### src/rtl/adder_collector_pkg.sv
// Shared definitions for the adder result collector.
//   W_DEF / DEPTH_DEF / ERR_W_DEF : default operand width, FIFO depth and
//                                   mismatch counter width
//   result_entry_t                : FIFO entry layout {cout, sum, mismatch}
//   stage_state_e                 : operand stage state (EMPTY / LOADED)
package adder_collector_pkg;

  localparam int W_DEF     = 4;
  localparam int DEPTH_DEF = 4;
  localparam int ERR_W_DEF = 8;

  typedef struct packed {
    logic             cout;
    logic [W_DEF-1:0] sum;
    logic             mismatch;
  } result_entry_t;

  typedef enum logic {
    S_EMPTY  = 1'b0,
    S_LOADED = 1'b1
  } stage_state_e;

endpackage

### src/rtl/adder_result_collector_if.sv
// Bundle of all handshake, adder and status signals of the collector.
//   operand side : i_valid, o_ready, i_add_term1, i_add_term2
//   adder side   : add_a, add_b (to adder), add_sum, add_cout (from adder)
//   result side  : o_valid, i_ready, o_sum, o_cout, o_mismatch
//   status       : err_cnt, clear
// Modport slave is the collector; master is whoever drives it (bench/top).
interface adder_result_collector_if
  import adder_collector_pkg::*;
#(
  parameter int W     = W_DEF,
  parameter int ERR_W = ERR_W_DEF
);

  logic             i_valid;
  logic             o_ready;
  logic [W-1:0]     i_add_term1;
  logic [W-1:0]     i_add_term2;
  logic [W-1:0]     add_a;
  logic [W-1:0]     add_b;
  logic [W-1:0]     add_sum;
  logic             add_cout;
  logic             o_valid;
  logic             i_ready;
  logic [W-1:0]     o_sum;
  logic             o_cout;
  logic             o_mismatch;
  logic [ERR_W-1:0] err_cnt;
  logic             clear;

  modport slave (
    input  i_valid, i_add_term1, i_add_term2, add_sum, add_cout, i_ready, clear,
    output o_ready, add_a, add_b, o_valid, o_sum, o_cout, o_mismatch, err_cnt
  );

  modport master (
    output i_valid, i_add_term1, i_add_term2, add_sum, add_cout, i_ready, clear,
    input  o_ready, add_a, add_b, o_valid, o_sum, o_cout, o_mismatch, err_cnt
  );

endinterface

### src/rtl/adder_result_collector_fifo.sv
// result_fifo: power-of-two deep FIFO holding collector results.
//   clk, rst_n : clock, async active-low reset (pointers/count cleared)
//   push/wdata : write request; ignored when full unless a pop frees a slot
//   pop        : read request; ignored when empty
//   rdata      : head entry (valid while !empty)
//   count      : occupancy 0..DEPTH
//   empty      : count == 0
module result_fifo
  import adder_collector_pkg::*;
#(
  parameter int  DEPTH = DEPTH_DEF,
  parameter type T     = result_entry_t
) (
  input  logic                   clk,
  input  logic                   rst_n,
  input  logic                   push,
  input  T                       wdata,
  input  logic                   pop,
  output T                       rdata,
  output logic [$clog2(DEPTH):0] count,
  output logic                   empty
);

  localparam int AW = $clog2(DEPTH);

  T              mem_q [DEPTH];
  logic [AW-1:0] wptr_q, wptr_d;
  logic [AW-1:0] rptr_q, rptr_d;
  logic [AW:0]   count_q, count_d;
  logic          full, do_push, do_pop;

  always_comb begin
    full    = (count_q == (AW+1)'(DEPTH));
    empty   = (count_q == '0);
    do_pop  = pop && !empty;
    // A pop in the same cycle frees the slot a full FIFO would need.
    do_push = push && (!full || do_pop);

    wptr_d  = wptr_q;
    rptr_d  = rptr_q;
    count_d = count_q;
    // Pointers wrap naturally: DEPTH is a power of two.
    if (do_push) wptr_d = wptr_q + AW'(1);
    if (do_pop)  rptr_d = rptr_q + AW'(1);
    case ({do_push, do_pop})
      2'b10:   count_d = count_q + (AW+1)'(1);
      2'b01:   count_d = count_q - (AW+1)'(1);
      default: count_d = count_q;
    endcase

    rdata = mem_q[rptr_q];
    count = count_q;
  end

  always_ff @(posedge clk or negedge rst_n) begin
    if (!rst_n) begin
      wptr_q  <= '0;
      rptr_q  <= '0;
      count_q <= '0;
    end else begin
      wptr_q  <= wptr_d;
      rptr_q  <= rptr_d;
      count_q <= count_d;
    end
  end

  // Storage needs no reset: nothing is visible until count says so.
  always_ff @(posedge clk) begin
    if (do_push) mem_q[wptr_q] <= wdata;
  end

endmodule

### src/rtl/adder_result_collector.sv
// adder_result_collector: registers operands for an external adder, checks
// the adder's result against a golden sum one cycle later and queues
// {cout, sum, mismatch} in a result FIFO.
//   clk, rst_n : clock, async active-low reset
//   bus.slave  : operand handshake (i_valid/o_ready, i_add_term1/2),
//                adder link (add_a/add_b out, add_sum/add_cout in),
//                result handshake (o_valid/i_ready, o_sum/o_cout/o_mismatch),
//                err_cnt (saturating mismatch count) and clear
module adder_result_collector
  import adder_collector_pkg::*;
#(
  parameter int W     = W_DEF,
  parameter int DEPTH = DEPTH_DEF,
  parameter int ERR_W = ERR_W_DEF
) (
  input logic                    clk,
  input logic                    rst_n,
  adder_result_collector_if.slave bus
);

  localparam int CW = $clog2(DEPTH) + 1;

  // Same layout as result_entry_t, sized for this instance's W.
  typedef struct packed {
    logic         cout;
    logic [W-1:0] sum;
    logic         mismatch;
  } entry_t;

  stage_state_e     state_q, state_d;
  logic [W-1:0]     add_a_q, add_a_d;
  logic [W-1:0]     add_b_q, add_b_d;
  logic [ERR_W-1:0] err_cnt_q, err_cnt_d;

  logic             loaded, accept, push, pop, mismatch, fifo_empty;
  logic [CW-1:0]    fifo_count;
  logic [CW:0]      occupancy;
  logic [W:0]       golden;
  entry_t           wdata, rdata;

  always_comb begin
    loaded = (state_q == S_LOADED);

    // The in-flight LOADED result has a reserved slot, so a push can never
    // find the FIFO full.
    occupancy   = {1'b0, fifo_count} + {{CW{1'b0}}, loaded};
    bus.o_ready = (occupancy < (CW+1)'(DEPTH));
    accept      = bus.i_valid && bus.o_ready;

    state_d = accept ? S_LOADED : S_EMPTY;
    add_a_d = add_a_q;
    add_b_d = add_b_q;
    if (accept) begin
      add_a_d = bus.i_add_term1;
      add_b_d = bus.i_add_term2;
    end

    // Adder output settles during the LOADED cycle; capture it then.
    golden         = {1'b0, add_a_q} + {1'b0, add_b_q};
    mismatch       = ({bus.add_cout, bus.add_sum} != golden);
    push           = loaded;
    wdata.cout     = bus.add_cout;
    wdata.sum      = bus.add_sum;
    wdata.mismatch = mismatch;

    bus.o_valid = !fifo_empty;
    pop         = bus.o_valid && bus.i_ready;
    // Gate the head so outputs read zero whenever nothing is queued.
    bus.o_sum      = bus.o_valid ? rdata.sum      : '0;
    bus.o_cout     = bus.o_valid ? rdata.cout     : 1'b0;
    bus.o_mismatch = bus.o_valid ? rdata.mismatch : 1'b0;

    err_cnt_d = err_cnt_q;
    if (bus.clear)
      err_cnt_d = '0;
    else if (push && mismatch && (err_cnt_q != '1))
      err_cnt_d = err_cnt_q + ERR_W'(1);

    bus.add_a   = add_a_q;
    bus.add_b   = add_b_q;
    bus.err_cnt = err_cnt_q;
  end

  always_ff @(posedge clk or negedge rst_n) begin
    if (!rst_n) begin
      state_q   <= S_EMPTY;
      add_a_q   <= '0;
      add_b_q   <= '0;
      err_cnt_q <= '0;
    end else begin
      state_q   <= state_d;
      add_a_q   <= add_a_d;
      add_b_q   <= add_b_d;
      err_cnt_q <= err_cnt_d;
    end
  end

  result_fifo #(
    .DEPTH (DEPTH),
    .T     (entry_t)
  ) u_fifo (
    .clk   (clk),
    .rst_n (rst_n),
    .push  (push),
    .wdata (wdata),
    .pop   (pop),
    .rdata (rdata),
    .count (fifo_count),
    .empty (fifo_empty)
  );

endmodule

### src/flat_wrapper.sv
// flat-port wrapper written by rule: the top's interface ports become plain ports
module adder_result_collector_flat import adder_collector_pkg::*;
#(
  parameter int W     = W_DEF,
  parameter int DEPTH = DEPTH_DEF,
  parameter int ERR_W = ERR_W_DEF
)
  (clk, rst_n, bus_i_valid, bus_i_add_term1, bus_i_add_term2, bus_add_sum, bus_add_cout, bus_i_ready, bus_clear, bus_o_ready, bus_add_a, bus_add_b, bus_o_valid, bus_o_sum, bus_o_cout, bus_o_mismatch, bus_err_cnt);
  adder_result_collector_if #(.W(W), .ERR_W(ERR_W)) bus_i ();
  input logic clk;
  input logic rst_n;
  input wire logic [$bits(bus_i.i_valid)-1:0] bus_i_valid;
  input wire logic [$bits(bus_i.i_add_term1)-1:0] bus_i_add_term1;
  input wire logic [$bits(bus_i.i_add_term2)-1:0] bus_i_add_term2;
  input wire logic [$bits(bus_i.add_sum)-1:0] bus_add_sum;
  input wire logic [$bits(bus_i.add_cout)-1:0] bus_add_cout;
  input wire logic [$bits(bus_i.i_ready)-1:0] bus_i_ready;
  input wire logic [$bits(bus_i.clear)-1:0] bus_clear;
  output wire logic [$bits(bus_i.o_ready)-1:0] bus_o_ready;
  output wire logic [$bits(bus_i.add_a)-1:0] bus_add_a;
  output wire logic [$bits(bus_i.add_b)-1:0] bus_add_b;
  output wire logic [$bits(bus_i.o_valid)-1:0] bus_o_valid;
  output wire logic [$bits(bus_i.o_sum)-1:0] bus_o_sum;
  output wire logic [$bits(bus_i.o_cout)-1:0] bus_o_cout;
  output wire logic [$bits(bus_i.o_mismatch)-1:0] bus_o_mismatch;
  output wire logic [$bits(bus_i.err_cnt)-1:0] bus_err_cnt;
  assign bus_i.i_valid = bus_i_valid;
  assign bus_i.i_add_term1 = bus_i_add_term1;
  assign bus_i.i_add_term2 = bus_i_add_term2;
  assign bus_i.add_sum = bus_add_sum;
  assign bus_i.add_cout = bus_add_cout;
  assign bus_i.i_ready = bus_i_ready;
  assign bus_i.clear = bus_clear;
  assign bus_o_ready = bus_i.o_ready;
  assign bus_add_a = bus_i.add_a;
  assign bus_add_b = bus_i.add_b;
  assign bus_o_valid = bus_i.o_valid;
  assign bus_o_sum = bus_i.o_sum;
  assign bus_o_cout = bus_i.o_cout;
  assign bus_o_mismatch = bus_i.o_mismatch;
  assign bus_err_cnt = bus_i.err_cnt;
  adder_result_collector #(.W(W), .DEPTH(DEPTH), .ERR_W(ERR_W)) u_core (.clk(clk), .rst_n(rst_n), .bus(bus_i));
endmodule
### config.mk
export PLATFORM = sky130hd
export DESIGN_NAME = adder_result_collector_flat
export DESIGN_NICKNAME = d
export VERILOG_FILES = /design/src/rtl/adder_collector_pkg.sv /design/src/rtl/adder_result_collector_if.sv /design/src/rtl/adder_result_collector_fifo.sv /design/src/rtl/adder_result_collector.sv /design/src/flat_wrapper.sv
export SDC_FILE = /design/constraint.sdc
export NUM_CORES = 1
export LEC_CHECK = 0
export BUFFER_PORTS_ARGS = -buffer_cell sky130_fd_sc_hd__buf_2
export CORE_ASPECT_RATIO = 0.7
export CORE_MARGIN = 3
export CORE_UTILIZATION = 35
export DETAILED_ROUTE_END_ITERATION = 12
export GPL_TIMING_DRIVEN = 0
export REMOVE_ABC_BUFFERS = 1
export SLEW_MARGIN = 40
export SYNTH_ARGS = -nofsm -noshare
export SYNTH_HDL_FRONTEND = slang
export SYNTH_HIERARCHICAL = 1
export SYNTH_SLANG_ARGS = --single-unit
### constraint.sdc
create_clock -name clk -period 3 [get_ports clk]
set_input_delay 0.45 -clock clk [delete_from_list [all_inputs] [get_ports clk]]
set_output_delay 0.45 -clock clk [all_outputs]
set_load 0.1 [all_outputs]
==> flow_summary_export.csv <==
group,metric,value,unit
run_status,status,"complete, no violations",
detailed_routing,drt-wirelength-per-cell,14.3,um
timing,relSlewSlack,0.607,
clock_tree,cts-buffers-inserted,5,
yosys,yosys-top-cells-count,"dfrtp_1 (24), edfxtp_1 (24), nor2b_1 (14), ha_1 (10)",
clock_tree,h-tree-depth,2,
floorplan,io_pins,42,
cells_and_area,n_antenna_cell,0,
clock_tree,cts.sinks,48,
clock_tree,cts_tree,"done",
detailed_routing,vias,1441,
clock_tree,clk-insertion-delay-late,0.30,ns
setup_path,path_class,"flop to flop",
hold_path,hp-class,"input port to asynchronous set/reset pin",
clock_tree,cts-root-buf,"clkbuf_8",
setup_path,arrival,3.00,ns
timing,slew_viol_final,0,
cells_and_area,nNetsFinal,244,
yosys,ys_top_cells_by_area,"edfxtp_1 (30%), dfrtp_1 (25%), mux4_2 (5.7%)",
yosys,synth_cell_types,37,
detailed_routing,drtIter0Drc,63,
clock_tree,hold_buffers,0,
place,gp_congestion,0.743,
setup_path,critPathMaxFanout,8,
clock_tree,post_cts.repair.setup_buffers,0,
yosys,syn_avg_cell_area,14.1,um^2
timing,worst_slack,0.223,ns
cells_and_area,area_growth,17.0,%
cells_and_area,seqCellArea,1320,um^2
timing,fin_worst_skew,0.0118,ns
grt,grt_pass1_wl,7.28,mm
place,portBuffers,41,
setup_path,worstSetupEndpointType,"flop",
yosys,netlist_area,2380,um^2
yosys,synth-edff-count,24,
timing,setup_violations,0,
yosys,yosysTopAreaCellShare,0.303,
timing,rsz0062_at_grt,"false",
detailed_routing,routed_wl,4.39,mm
floorplan,rows,24,
floorplan,initial_core_util,0.371,
floorplan,die_h,74.9,um
detailed_routing,via_per_inst,4.71,
detailed_routing,ant_nets,0,
timing,min_period,2.78,ns
floorplan,die-area,7830,um^2
grt,gr-usage-all-layers,0.118,
yosys,synthArstFlopShare,0.500,
timing,finalCritPeriodShare,0.926,
yosys,synth-seq-area-share,0.556,
run,max_cap_viol_count,0,
yosys,synth_cells,169,
setup_path,critPathRequiredTime,3.22,ns
timing,tightest_slew,0.586,ns
timing,hold_viol,0,
yosys,synth.ff_latch_count,48,
detailed_routing,first_pass_iters,4,
timing,fmax,0.360,GHz
detailed_routing,drc,0,
cells_and_area,num-fill-cells,596,
cells_and_area,multi_input_area,1010,um^2
grt,grt_max_degree,25,
clock_tree,cts_resized,0,
grt,grt_pass1_vias,1500,
grt,antenna_found_initial,0,
place,dp_slack,0.200,ns
place,hpwl,3.29,mm
setup_path,startpoint_type,"flop",
clock_tree,clock_path_buffers,2,
yosys,synth.largest_area_cell,"edfxtp_1",
floorplan,die-width,104,um
yosys,yosysWarningCount,6,
yosys,synth_ff_type,"edfxtp_1",
cells_and_area,final_layout_size_suffix_gt1_frac,0.353,
clock_tree,path_clk_slew,0.09,ns
grt,grt-ovfl-total,0,
floorplan,fp.coreArea,6400,um^2
cells_and_area,final_core_util,0.435,
[worst paths after layout]
path	cells after the start	slack [ns]	from	end
setup / recovery	10	0.22	u_core/u_fifo/count[1]	u_core/u_fifo/count[2]
hold / removal	1	0.13	rst_n	u_core/bus.err_cnt[5]
setup reg to reg	10	0.22	u_core/u_fifo/count[1]	u_core/u_fifo/count[2]
hold reg to reg	1	0.55	u_core/bus.add_b[2]	u_core/bus.add_b[2]
max in group asynchronous	1	2.50	rst_n	u_core/u_fifo/wptr_q[1]
min in group clk	2	0.38	bus_i_add_term1[2]	u_core/bus.add_a[2]
[cells in the final DEF, fill, tap and decap left out, types with 4 or more instances in the layout]
cell      instances
mux2_1            7
nand4_1           5
edfxtp_1         24
xor2_1            4
nor2_1            8
nand3_1           4
and2_2            4
a21oi_1           6
mux4_2            6
inv_1             8
ha_1             10
nor2b_1          14
clkbuf_8          5
buf_2            41
dfrtp_1          24
nand2_1           4
mux2_2            8
xnor2_1           7
[area by class of cell]
class                   count  area share
well taps                  91      0.0410
inverters                   9      0.0122
clock buffers               5      0.0248
repair buffers             41      0.0738
flip-flops and latches     48       0.475
multi-input cells         109       0.365
clock inverters             3     0.00855
[state kept, by name, summed over array words and instances, names as in the netlist]
signal	count
u_core/u_fifo/wptr_q	2
u_core/u_fifo/mem_q	24
u_core/bus.add_b	4
u_core/u_fifo/count	3
u_core/u_fifo/rptr_q	2
u_core/bus.add_a	4
u_core/bus.err_cnt	8
u_core/loaded	1
[routing by layer]
layer	vias up	routed length (um)	global-route usage
met5	-	0	0
met4	0	17	0.0221
met3	3	189	0.0291
met2	33	1970	0.197
met1	708	2210	0.162
li1	697	-	-
[critical path: stages, from the launching register on]
cell and delay (ns):
dfrtp_1 0.45, nor3_2 0.54, nor2b_1 0.19, o41a_4 0.43, inv_1 0.07, ha_1 0.17, inv_1 0.06, fa_1 0.37
xor2_1 0.15, nor2_1 0.14, xnor2_1 0.13
[cells by family (layout without fill, tap and decap cells)]
group	count (synthesis)	count (layout)	share of synthesized area
AOI/OAI and AO/OA	17	17	0.0621
xor gates and xnor gates	12	12	0.0474
adders and majority gates	12	12	0.0695
buffers and inverters	12	58	0.0195
DFF	48	48	0.556
muxes	24	24	0.143
and+or+nand+nor	44	44	0.103
[stage by stage]
| stage | cell area, um^2 | std cells | setup TNS, ns | hold slack (ns) |
|---|---|---|---|---|
| 6_report | 2780 | 306 | 0 | 0.129 |
| 5_1_grt | 2780 | 306 | 0 | 0.163 |
| 4_1_cts | 2780 | 306 | 0 | 0.142 |
| 3_5_place_dp | 2690 | 298 | 0 | 0.471 |
| 3_3_place_gp | 2680 | 298 | -0.0887 | 0.474 |
| 2_1_floorplan | 2360 | 166 | -2.26 | 0.154 |
Power is left out: the tool's default activity adds up to more than one toggle a clock period on the data nets, which glitch-free logic cannot reach.
